**config.mk**
```make
export PLATFORM = sky130hd
export DESIGN_NAME = yamin_dcu_tag_arb
export DESIGN_NICKNAME = d
export VERILOG_FILES = /design/src/rtl/yamin_dcu_pkg.sv /design/src/rtl/yamin_dcu_age_ctr.sv /design/src/rtl/yamin_dcu_tag_arb.sv
export SDC_FILE = /design/constraint.sdc
export NUM_CORES = 1
export LEC_CHECK = 0
export ABC_AREA = 0
export CORE_MARGIN = 1.5
export CORE_UTILIZATION = 35
export CTS_BUF_LIST = sky130_fd_sc_hd__clkbuf_4 sky130_fd_sc_hd__clkbuf_8 sky130_fd_sc_hd__clkbuf_16
export CTS_CLUSTER_SIZE = 20
export DETAILED_ROUTE_END_ITERATION = 8
export PLACE_DENSITY_LB_ADDON = 0.12
export SETUP_SLACK_MARGIN = 0.5
export SYNTH_ARGS = -nofsm -noshare
export SYNTH_HDL_FRONTEND = slang
export SYNTH_SLANG_ARGS = --single-unit
```
**constraint.sdc**
```tcl
create_clock -name clk -period 3.1 [get_ports clk]
set_clock_uncertainty 0.2 [all_clocks]
set_input_delay 0.62 -clock clk [delete_from_list [all_inputs] [get_ports clk]]
set_output_delay 0.62 -clock clk [all_outputs]
set_load 0.005 [all_outputs]
```
**src/rtl/yamin_dcu_pkg.sv**
```systemverilog
// Shared types for the yamin D-cache unit: tag RAM requester IDs and their
// base arbitration order.
package yamin_dcu_pkg;

   localparam int TAG_SRC_NUM = 6;

   typedef enum logic [2:0] {
      SRC_ALLOC = 3'd0,
      SRC_EV    = 3'd1,
      SRC_MAINT = 3'd2,
      SRC_LD    = 3'd3,
      SRC_STB   = 3'd4,
      SRC_PF    = 3'd5
   } tag_src_e;

   // Highest priority first.
   localparam tag_src_e TAG_BASE_PRIO [TAG_SRC_NUM] =
      '{SRC_ALLOC, SRC_EV, SRC_MAINT, SRC_LD, SRC_STB, SRC_PF};

endpackage

```
**src/rtl/yamin_dcu_age_ctr.sv**
```systemverilog
// Saturating starvation counter: freeze beats clear, clear beats increment.
// at_max_o flags that the owner has waited long enough to be promoted.
module yamin_dcu_age_ctr #(
   parameter int MAX = 7
) (
   input  logic clk,
   input  logic rst_n,
   input  logic clr_i,
   input  logic inc_i,
   input  logic frz_i,
   output logic at_max_o
);

   localparam int W = $clog2(MAX + 1);
   localparam logic [W-1:0] CNT_MAX = W'(MAX);

   logic [W-1:0] cnt_q;
   logic [W-1:0] cnt_d;

   always_comb begin
      cnt_d = cnt_q;
      if (frz_i) begin
         cnt_d = cnt_q;
      end else if (clr_i) begin
         cnt_d = '0;
      end else if (inc_i && (cnt_q != CNT_MAX)) begin
         cnt_d = cnt_q + W'(1);
      end
   end

   always_ff @(posedge clk or negedge rst_n) begin
      if (!rst_n) begin
         cnt_q <= '0;
      end else begin
         cnt_q <= cnt_d;
      end
   end

   assign at_max_o = (cnt_q == CNT_MAX);

endmodule

```
**src/rtl/yamin_dcu_tag_arb.sv**
```systemverilog
// D-cache tag RAM arbiter: picks one of six requesters in M0, drives the tag
// RAM strobes and carries the winner's ID down the M1..M3 pipeline.
module yamin_dcu_tag_arb
   import yamin_dcu_pkg::*;
#(
   parameter int STARVE_MAX = 7,
   parameter int NUM_WAYS   = 4
) (
   input  logic                            clk,
   input  logic                            csysreset_n,
   input  logic [TAG_SRC_NUM-1:0]          req_m0_i,
   input  logic [TAG_SRC_NUM-1:0]          wr_m0_i,
   input  logic [TAG_SRC_NUM*NUM_WAYS-1:0] way_m0_i,
   input  logic                            ecc_lock_i,
   input  logic                            mbist_active_i,
   input  logic                            stb_force_i,
   output logic [TAG_SRC_NUM-1:0]          has_priority_m0_o,
   output logic [TAG_SRC_NUM-1:0]          ack_m1_o,
   output logic [NUM_WAYS-1:0]             ram_tag_en_o,
   output logic                            ram_tag_wr_o,
   output logic                            src_vld_m1_o,
   output logic                            src_vld_m2_o,
   output logic                            src_vld_m3_o,
   output logic [2:0]                      src_id_m1_o,
   output logic [2:0]                      src_id_m2_o,
   output logic [2:0]                      src_id_m3_o,
   output logic                            ld_stall_m0_o
);

   logic [TAG_SRC_NUM-1:0] elig;
   logic [TAG_SRC_NUM-1:0] gnt;
   logic                   win_vld;
   tag_src_e               win_id;
   logic                   hi_busy;
   logic [NUM_WAYS-1:0]    win_way;
   logic                   win_wr;
   logic                   stb_at_max;
   logic                   pf_at_max;

   logic [TAG_SRC_NUM-1:0] ack_m1_q;
   logic                   vld_m1_q, vld_m2_q, vld_m3_q;
   tag_src_e               id_m1_q, id_m2_q, id_m3_q;
   logic [TAG_SRC_NUM-1:0] req_pend_q;

   always_comb begin
      elig = req_m0_i;
      if (ecc_lock_i) begin
         elig = req_m0_i & (TAG_SRC_NUM'(1) << SRC_MAINT);
      end
      // MBIST ownership and reset both silence the arbiter outright.
      if (mbist_active_i || !csysreset_n) begin
         elig = '0;
      end
   end

   // Base order first, then aged STB/PF jump just below MAINT, then a forced
   // STB drain jumps to just below ALLOC.
   always_comb begin
      win_vld = 1'b0;
      win_id  = SRC_ALLOC;
      for (int i = TAG_SRC_NUM - 1; i >= 0; i--) begin
         if (elig[TAG_BASE_PRIO[i]]) begin
            win_vld = 1'b1;
            win_id  = TAG_BASE_PRIO[i];
         end
      end
      hi_busy = elig[SRC_ALLOC] | elig[SRC_EV] | elig[SRC_MAINT];
      if (!hi_busy) begin
         if (stb_at_max && elig[SRC_STB]) begin
            win_id = SRC_STB;
         end else if (pf_at_max && elig[SRC_PF]) begin
            win_id = SRC_PF;
         end
      end
      if (stb_force_i && elig[SRC_STB] && !elig[SRC_ALLOC]) begin
         win_id = SRC_STB;
      end
      gnt = '0;
      if (win_vld) begin
         gnt[win_id] = 1'b1;
      end
   end

   always_comb begin
      win_way = '0;
      win_wr  = 1'b0;
      for (int i = 0; i < TAG_SRC_NUM; i++) begin
         if (gnt[i]) begin
            win_way = way_m0_i[i*NUM_WAYS +: NUM_WAYS];
            win_wr  = wr_m0_i[i];
         end
      end
      if (gnt[SRC_LD] || gnt[SRC_PF]) begin
         win_wr = 1'b0;
      end
   end

   yamin_dcu_age_ctr #(.MAX(STARVE_MAX)) u_age_stb (
      .clk      (clk),
      .rst_n    (csysreset_n),
      .clr_i    (gnt[SRC_STB] | ~req_m0_i[SRC_STB]),
      .inc_i    (req_m0_i[SRC_STB] & ~gnt[SRC_STB]),
      .frz_i    (mbist_active_i),
      .at_max_o (stb_at_max)
   );

   yamin_dcu_age_ctr #(.MAX(STARVE_MAX)) u_age_pf (
      .clk      (clk),
      .rst_n    (csysreset_n),
      .clr_i    (gnt[SRC_PF] | ~req_m0_i[SRC_PF]),
      .inc_i    (req_m0_i[SRC_PF] & ~gnt[SRC_PF]),
      .frz_i    (mbist_active_i),
      .at_max_o (pf_at_max)
   );

   always_ff @(posedge clk or negedge csysreset_n) begin
      if (!csysreset_n) begin
         ack_m1_q   <= '0;
         vld_m1_q   <= 1'b0;
         vld_m2_q   <= 1'b0;
         vld_m3_q   <= 1'b0;
         id_m1_q    <= SRC_ALLOC;
         id_m2_q    <= SRC_ALLOC;
         id_m3_q    <= SRC_ALLOC;
         req_pend_q <= '0;
      end else begin
         ack_m1_q   <= gnt;
         vld_m1_q   <= win_vld;
         vld_m2_q   <= vld_m1_q;
         vld_m3_q   <= vld_m2_q;
         id_m1_q    <= win_vld ? win_id : SRC_ALLOC;
         id_m2_q    <= id_m1_q;
         id_m3_q    <= id_m2_q;
         req_pend_q <= req_m0_i & ~gnt;
      end
   end

   assign has_priority_m0_o = gnt;
   assign ram_tag_en_o      = !win_vld ? '0 :
                              (!win_wr && (win_way == '0)) ? '1 : win_way;
   assign ram_tag_wr_o      = win_vld & win_wr;
   assign ack_m1_o          = ack_m1_q;
   assign src_vld_m1_o      = vld_m1_q;
   assign src_vld_m2_o      = vld_m2_q;
   assign src_vld_m3_o      = vld_m3_q;
   assign src_id_m1_o       = id_m1_q;
   assign src_id_m2_o       = id_m2_q;
   assign src_id_m3_o       = id_m3_q;
   assign ld_stall_m0_o     = csysreset_n & req_m0_i[SRC_LD] & ~gnt[SRC_LD];

   a_grant_onehot: assert property (@(posedge clk) disable iff (!csysreset_n)
      $onehot0(has_priority_m0_o));

   // A requester that was denied must keep asking until it is granted.
   a_req_held: assert property (@(posedge clk) disable iff (!csysreset_n)
      (req_pend_q & ~req_m0_i) == '0);

   a_no_x: assert property (@(posedge clk) disable iff (!csysreset_n)
      !$isunknown({has_priority_m0_o, ack_m1_o, ram_tag_en_o, ram_tag_wr_o,
                   src_vld_m1_o, src_vld_m2_o, src_vld_m3_o, src_id_m1_o,
                   src_id_m2_o, src_id_m3_o, ld_stall_m0_o}));

endmodule

```
==> impl_metrics.prom, run 1 <==
# TYPE chip_impl_metric gauge
chip_impl_metric{name="grt_remaining_overflow",unit=""} 0
chip_impl_info{name="tritoncts",value="yes"} 1
chip_impl_info{name="timing.critical_path.from_type",value="flip-flop"} 1
chip_impl_metric{name="cell_internal_power_dissipation",unit="mW"} 0.658
chip_impl_metric{name="netSwitchingPower",unit="mW"} 0.217
chip_impl_info{name="crit_chain",value="ha_4 -> ha_4 -> or3b_4 -> a22oi_4 -> buf_6 -> buf_6 -> o2bb2ai_2 -> o311ai_1 -> buf_4 -> a21boi_2 -> buf_4 -> and3_1 -> buf_4 -> a21o_2 -> buf_2"} 1
chip_impl_info{name="min-delay-path-class",value="flip-flop to flip-flop"} 1
chip_impl_metric{name="syn_area",unit="sq um"} 1360
chip_impl_info{name="whs_endpoint",value="src_id_m3_o[1]"} 1
chip_impl_info{name="worstSetupPathType",value="flip-flop to output pin"} 1
chip_impl_metric{name="clock-sinks",unit=""} 24
chip_impl_metric{name="worst_slack",unit="ns"} -0.723
chip_impl_metric{name="ys_ff_latch",unit=""} 24
chip_impl_metric{name="min_cycle_time_layout",unit="ns"} 3.82
chip_impl_metric{name="routabilityCongestion",unit=""} 1.01
chip_impl_metric{name="combPwrFrac",unit=""} 0.305
chip_impl_metric{name="measured_slew_at_the_worst_slew_check_pin",unit="ns"} 0.419
chip_impl_metric{name="synthesis.nets",unit=""} 177
chip_impl_metric{name="utilization",unit=""} 0.788
chip_impl_metric{name="crit_fanout",unit=""} 4
chip_impl_metric{name="worst-endpoint-arrival",unit="ns"} 3.00
chip_impl_metric{name="cp_data_required_time",unit="ns"} 2.28
chip_impl_metric{name="power.total",unit="mW"} 0.875
chip_impl_metric{name="post_dp_cell_area",unit="sq um"} 2410
chip_impl_metric{name="clock_power_share",unit=""} 0.309
chip_impl_metric{name="finalSetupViolations",unit=""} 8
chip_impl_metric{name="syn-instance-count",unit=""} 132
chip_impl_info{name="path_delay_family",value="buffers and inverters"} 1
chip_impl_metric{name="drtPass1Iterations",unit=""} 4
chip_impl_metric{name="ant_nets",unit=""} 0
chip_impl_info{name="final_cell_mix",value="61 x buf_4, 47 x clkdlybuf4s50_1, 24 x dfrtp_1"} 1
chip_impl_metric{name="worst_case_headroom_to_the_max_slew_limit",unit=""} 0.718
chip_impl_metric{name="starting_utilization_of_the_core_area",unit=""} 0.369
chip_impl_info{name="failing_checks",value="setup timing"} 1
chip_impl_metric{name="drt-initial-drc-count",unit=""} 99
chip_impl_metric{name="clock_path_buffers",unit=""} 2
chip_impl_metric{name="grt_pass1_vias",unit=""} 1824
chip_impl_info{name="setup_repair_after_global_routing_missed_its_margin",value="true"} 1
chip_impl_metric{name="detail_route.drc_violations",unit=""} 0
chip_impl_metric{name="cts_stage_hold_buffer_count",unit=""} 0
chip_impl_metric{name="synth_cell_type_count",unit=""} 48
chip_impl_metric{name="timing.final.crit_share",unit=""} 1.23
chip_impl_info{name="crit_path_frequent_cell",value="buf_4"} 1
chip_impl_metric{name="post_drt_via_cell_ratio",unit=""} 5.48
chip_impl_metric{name="synth_edf_count",unit=""} 0
chip_impl_info{name="critPathCaptureType",value="output pin"} 1
chip_impl_metric{name="diodes",unit=""} 0
chip_impl_metric{name="worst_path_largest_cell_delay",unit="ns"} 0.42
chip_impl_metric{name="routedWlPerCell",unit="microns"} 17.7
chip_impl_info{name="layout_commonest_cell",value="buf_4"} 1
chip_impl_metric{name="timing.final.hold_violations",unit=""} 0
chip_impl_metric{name="layout-drive-gt1-share",unit=""} 0.524
chip_impl_metric{name="synth.yosys.seq_area_share",unit=""} 0.442
chip_impl_metric{name="cts.reportedPaths.clkPinSlew",unit="ns"} 0.08
chip_impl_info{name="timing.rr.end",value="u_age_stb.cnt_q[1]"} 1
chip_impl_metric{name="sequentialPowerShare",unit=""} 0.386
chip_impl_metric{name="dr_total_vias",unit=""} 1749
chip_impl_metric{name="worstSkewPairLatency",unit="ns"} 0.27
chip_impl_metric{name="path_buf_inv",unit=""} 6
chip_impl_metric{name="worst_ir_drop_vdd",unit="uV"} 172
chip_impl_metric{name="synthArstFlopShare",unit=""} 1.00
chip_impl_info{name="slowest_stage",value="dfrtp_1"} 1
chip_impl_metric{name="finalSetupTns",unit="ns"} -3.64
chip_impl_metric{name="num_io_pins",unit=""} 71
chip_impl_metric{name="place.port_buffers",unit=""} 68
chip_impl_info{name="root_buffer",value="clkbuf_8"} 1
chip_impl_metric{name="die_x",unit="microns"} 65.3
chip_impl_metric{name="power_leakage",unit="nW"} 1.40
chip_impl_metric{name="power_switching_share",unit=""} 0.248
chip_impl_info{name="synth_top_area_cells",value="dfrtp_1 44%, ha_1 3.7%, a22o_1 3.2%, nor2_1 3.0%, nand2_1 2.8%"} 1
chip_impl_metric{name="placeableCoreArea",unit="sq um"} 3690
chip_impl_metric{name="min_delay_path_depth",unit=""} 0
chip_impl_metric{name="setup_slack_reg_to_reg",unit="ns"} 0.45
chip_impl_info{name="synth_flop_cell",value="dfrtp_1"} 1
chip_impl_info{name="worst_hold_startpoint",value="src_id_m2_o[1]"} 1
chip_impl_metric{name="synth_top_area_share",unit=""} 0.442
chip_impl_metric{name="design_area",unit="sq um"} 2910
chip_impl_info{name="regToRegStartpoint",value="u_age_stb.cnt_q[1]"} 1
chip_impl_metric{name="avgSynthCellArea",unit="sq um"} 10.3
chip_impl_info{name="synth_top_cell_by_area",value="dfrtp_1"} 1
chip_impl_metric{name="placementRows",unit=""} 22
chip_impl_metric{name="cts_htree_levels",unit=""} 1
chip_impl_metric{name="route.final.wire_length",unit="microns"} 5640
chip_impl_metric{name="height_of_the_die",unit="microns"} 65.3
chip_impl_metric{name="cts_made_buffers",unit=""} 3
chip_impl_metric{name="cap_viol_max_count",unit=""} 0
chip_impl_metric{name="dp.cells",unit=""} 287
chip_impl_metric{name="grt_antenna_before_repair",unit=""} 0
chip_impl_metric{name="area_delta_synth_final",unit="%"} 114
chip_impl_metric{name="num-nets-final",unit=""} 317
chip_impl_metric{name="fin_cells",unit=""} 319
chip_impl_metric{name="grt_first_pass_wirelength",unit="microns"} 8230
chip_impl_info{name="status",value="complete, but fails checks"} 1
chip_impl_metric{name="power_per_cell_area",unit="nW/um^2"} 301
chip_impl_metric{name="ys_warn_count",unit=""} 0
chip_impl_metric{name="pin_count_of_the_biggest_net_entering_global_routing",unit=""} 26
chip_impl_metric{name="die_area",unit="sq um"} 4270
chip_impl_metric{name="n_fill_cell",unit=""} 251
chip_impl_metric{name="place.detailed.hpwl",unit="microns"} 3540
chip_impl_metric{name="groute.usage.overall",unit=""} 0.248
chip_impl_metric{name="maximum_operating_frequency",unit="MHz"} 262
chip_impl_metric{name="worstRegToRegCells",unit=""} 12
chip_impl_metric{name="final-max-slew-violation-count",unit=""} 0
[logic make-up (layout without fill, tap and decap cells)]
group / Yosys count / in the layout / synth area share
flip-flops: 24 / 24 / 0.442
buffers and inverters: 10 / 149 / 0.0368
adder cells (fa/ha/maj): 4 / 4 / 0.0368
AND/OR/NAND/NOR: 47 / 47 / 0.191
AO/OA/AOI/OAI: 45 / 45 / 0.277
multiplexers: 2 / 2 / 0.0166
[layer usage]
| layer | up-vias | global-route usage | routed length (microns) |
|---|---|---|---|
| li1 | 788 | - | - |
| met1 | 853 | 0.287 | 2200 |
| met2 | 89 | 0.469 | 3010 |
| met3 | 19 | 0.0120 | 255 |
| met4 | 0 | 0.112 | 170 |
| met5 | - | 0 | 0 |
[through the flow]
stage	worst slack, ns	hold slack (ns)
after floorplan	-0.139	0.124
after global placement	-1.12	0.158
after detailed placement	-1.19	0.162
after CTS	-0.719	0.183
after global routing	-0.814	0.191
final	-0.723	0.181
[synthesized netlist by cell type, drive strengths merged, types with 2 or more instances]
master and n:
a21o 2, a21oi 6, a221oi 2, a22o 8, a22oi 4, a31o 4
a31oi 2, and2 2, buf 3, dfrtp 24, ha 4, inv 7
mux2 2, nand2 11, nand2b 4, nor2 12, nor3 5, nor4 2
nor4b 2, o2bb2ai 2, o311a 2, o31a 2, o31ai 4, or3 3
[layout make-up]
cell class / instances / area (sq um) / area share
repair buffers: 138 / 1180 / 0.404
multi-input cells: 98 / 966 / 0.332
flip-flops and latches: 24 / 601 / 0.207
well taps: 48 / 60.1 / 0.0207
clock buffers: 3 / 41.3 / 0.0142
inverters: 7 / 33.8 / 0.0116
clock inverters: 1 / 30.0 / 0.0103
[power by group through the flow]
| stage | Clock [mW] | Sequential [mW] | Combinational [mW] |
|---|---|---|---|
| after CTS | 0.268 | 0.337 | 0.235 |
| final | 0.271 | 0.338 | 0.267 |
| after floorplan | 0 | 0.341 | 0.0699 |
| after global placement | 0 | 0.341 | 0.206 |
| after detailed placement | 0 | 0.342 | 0.212 |
| after global routing | 0.284 | 0.339 | 0.283 |
[worst max path at each step]
| stage | start | end | slack (ns) | cells after the start |
|---|---|---|---|---|
| 2_1_floorplan | u_age_stb.cnt_q[1] | ram_tag_en_o[1] | -0.14 | 10 |
| 3_3_place_gp | ecc_lock_i | ram_tag_en_o[1] | -1.12 | 10 |
| 3_5_place_dp | req_m0_i[2] | ram_tag_en_o[2] | -1.19 | 10 |
| 4_1_cts | u_age_stb.cnt_q[0] | ram_tag_en_o[2] | -0.72 | 12 |
| 5_1_grt | u_age_stb.cnt_q[1] | ram_tag_en_o[1] | -0.81 | 12 |
| 6_report | u_age_stb.cnt_q[1] | ram_tag_en_o[3] | -0.72 | 15 |
[worst reg2reg max path, cell delays in order (launching register included)]
cell and delay (ns):
dfrtp_1 0.42, ha_4 0.18, ha_4 0.15, or3b_4 0.39
a22oi_4 0.25, nor2_4 0.08, buf_6 0.13, nand2_4 0.06
inv_4 0.05, buf_6 0.12, nor4b_2 0.23, buf_4 0.17
a22o_1 0.15
[state kept, by name, indices dropped and copies added, names as in the netlist, 3 cells and up]
| name | flops |
|---|---|
| ack_m1_o | 6 |
| src_id_m1_o | 3 |
| src_id_m2_o | 3 |
| src_id_m3_o | 3 |
| u_age_pf.cnt_q | 3 |
| u_age_stb.cnt_q | 3 |
[repair_timing]
item | 4_1_cts | 5_1_grt
pin swaps | 28 | 15
gates resized for setup | 100 | 23
setup endpoints to repair | 18 | 18
gates cloned | 0 | 0
setup buffers | 20 | 8
Note: power is estimated with default switching activity, not from simulation.
==> inputs of run 2 (changes only) <==
Settings changed: ABC_AREA 0 to not set.
==> results of run 2 <==
No change in the layout: final DEF, timing and power equal those of run 1.
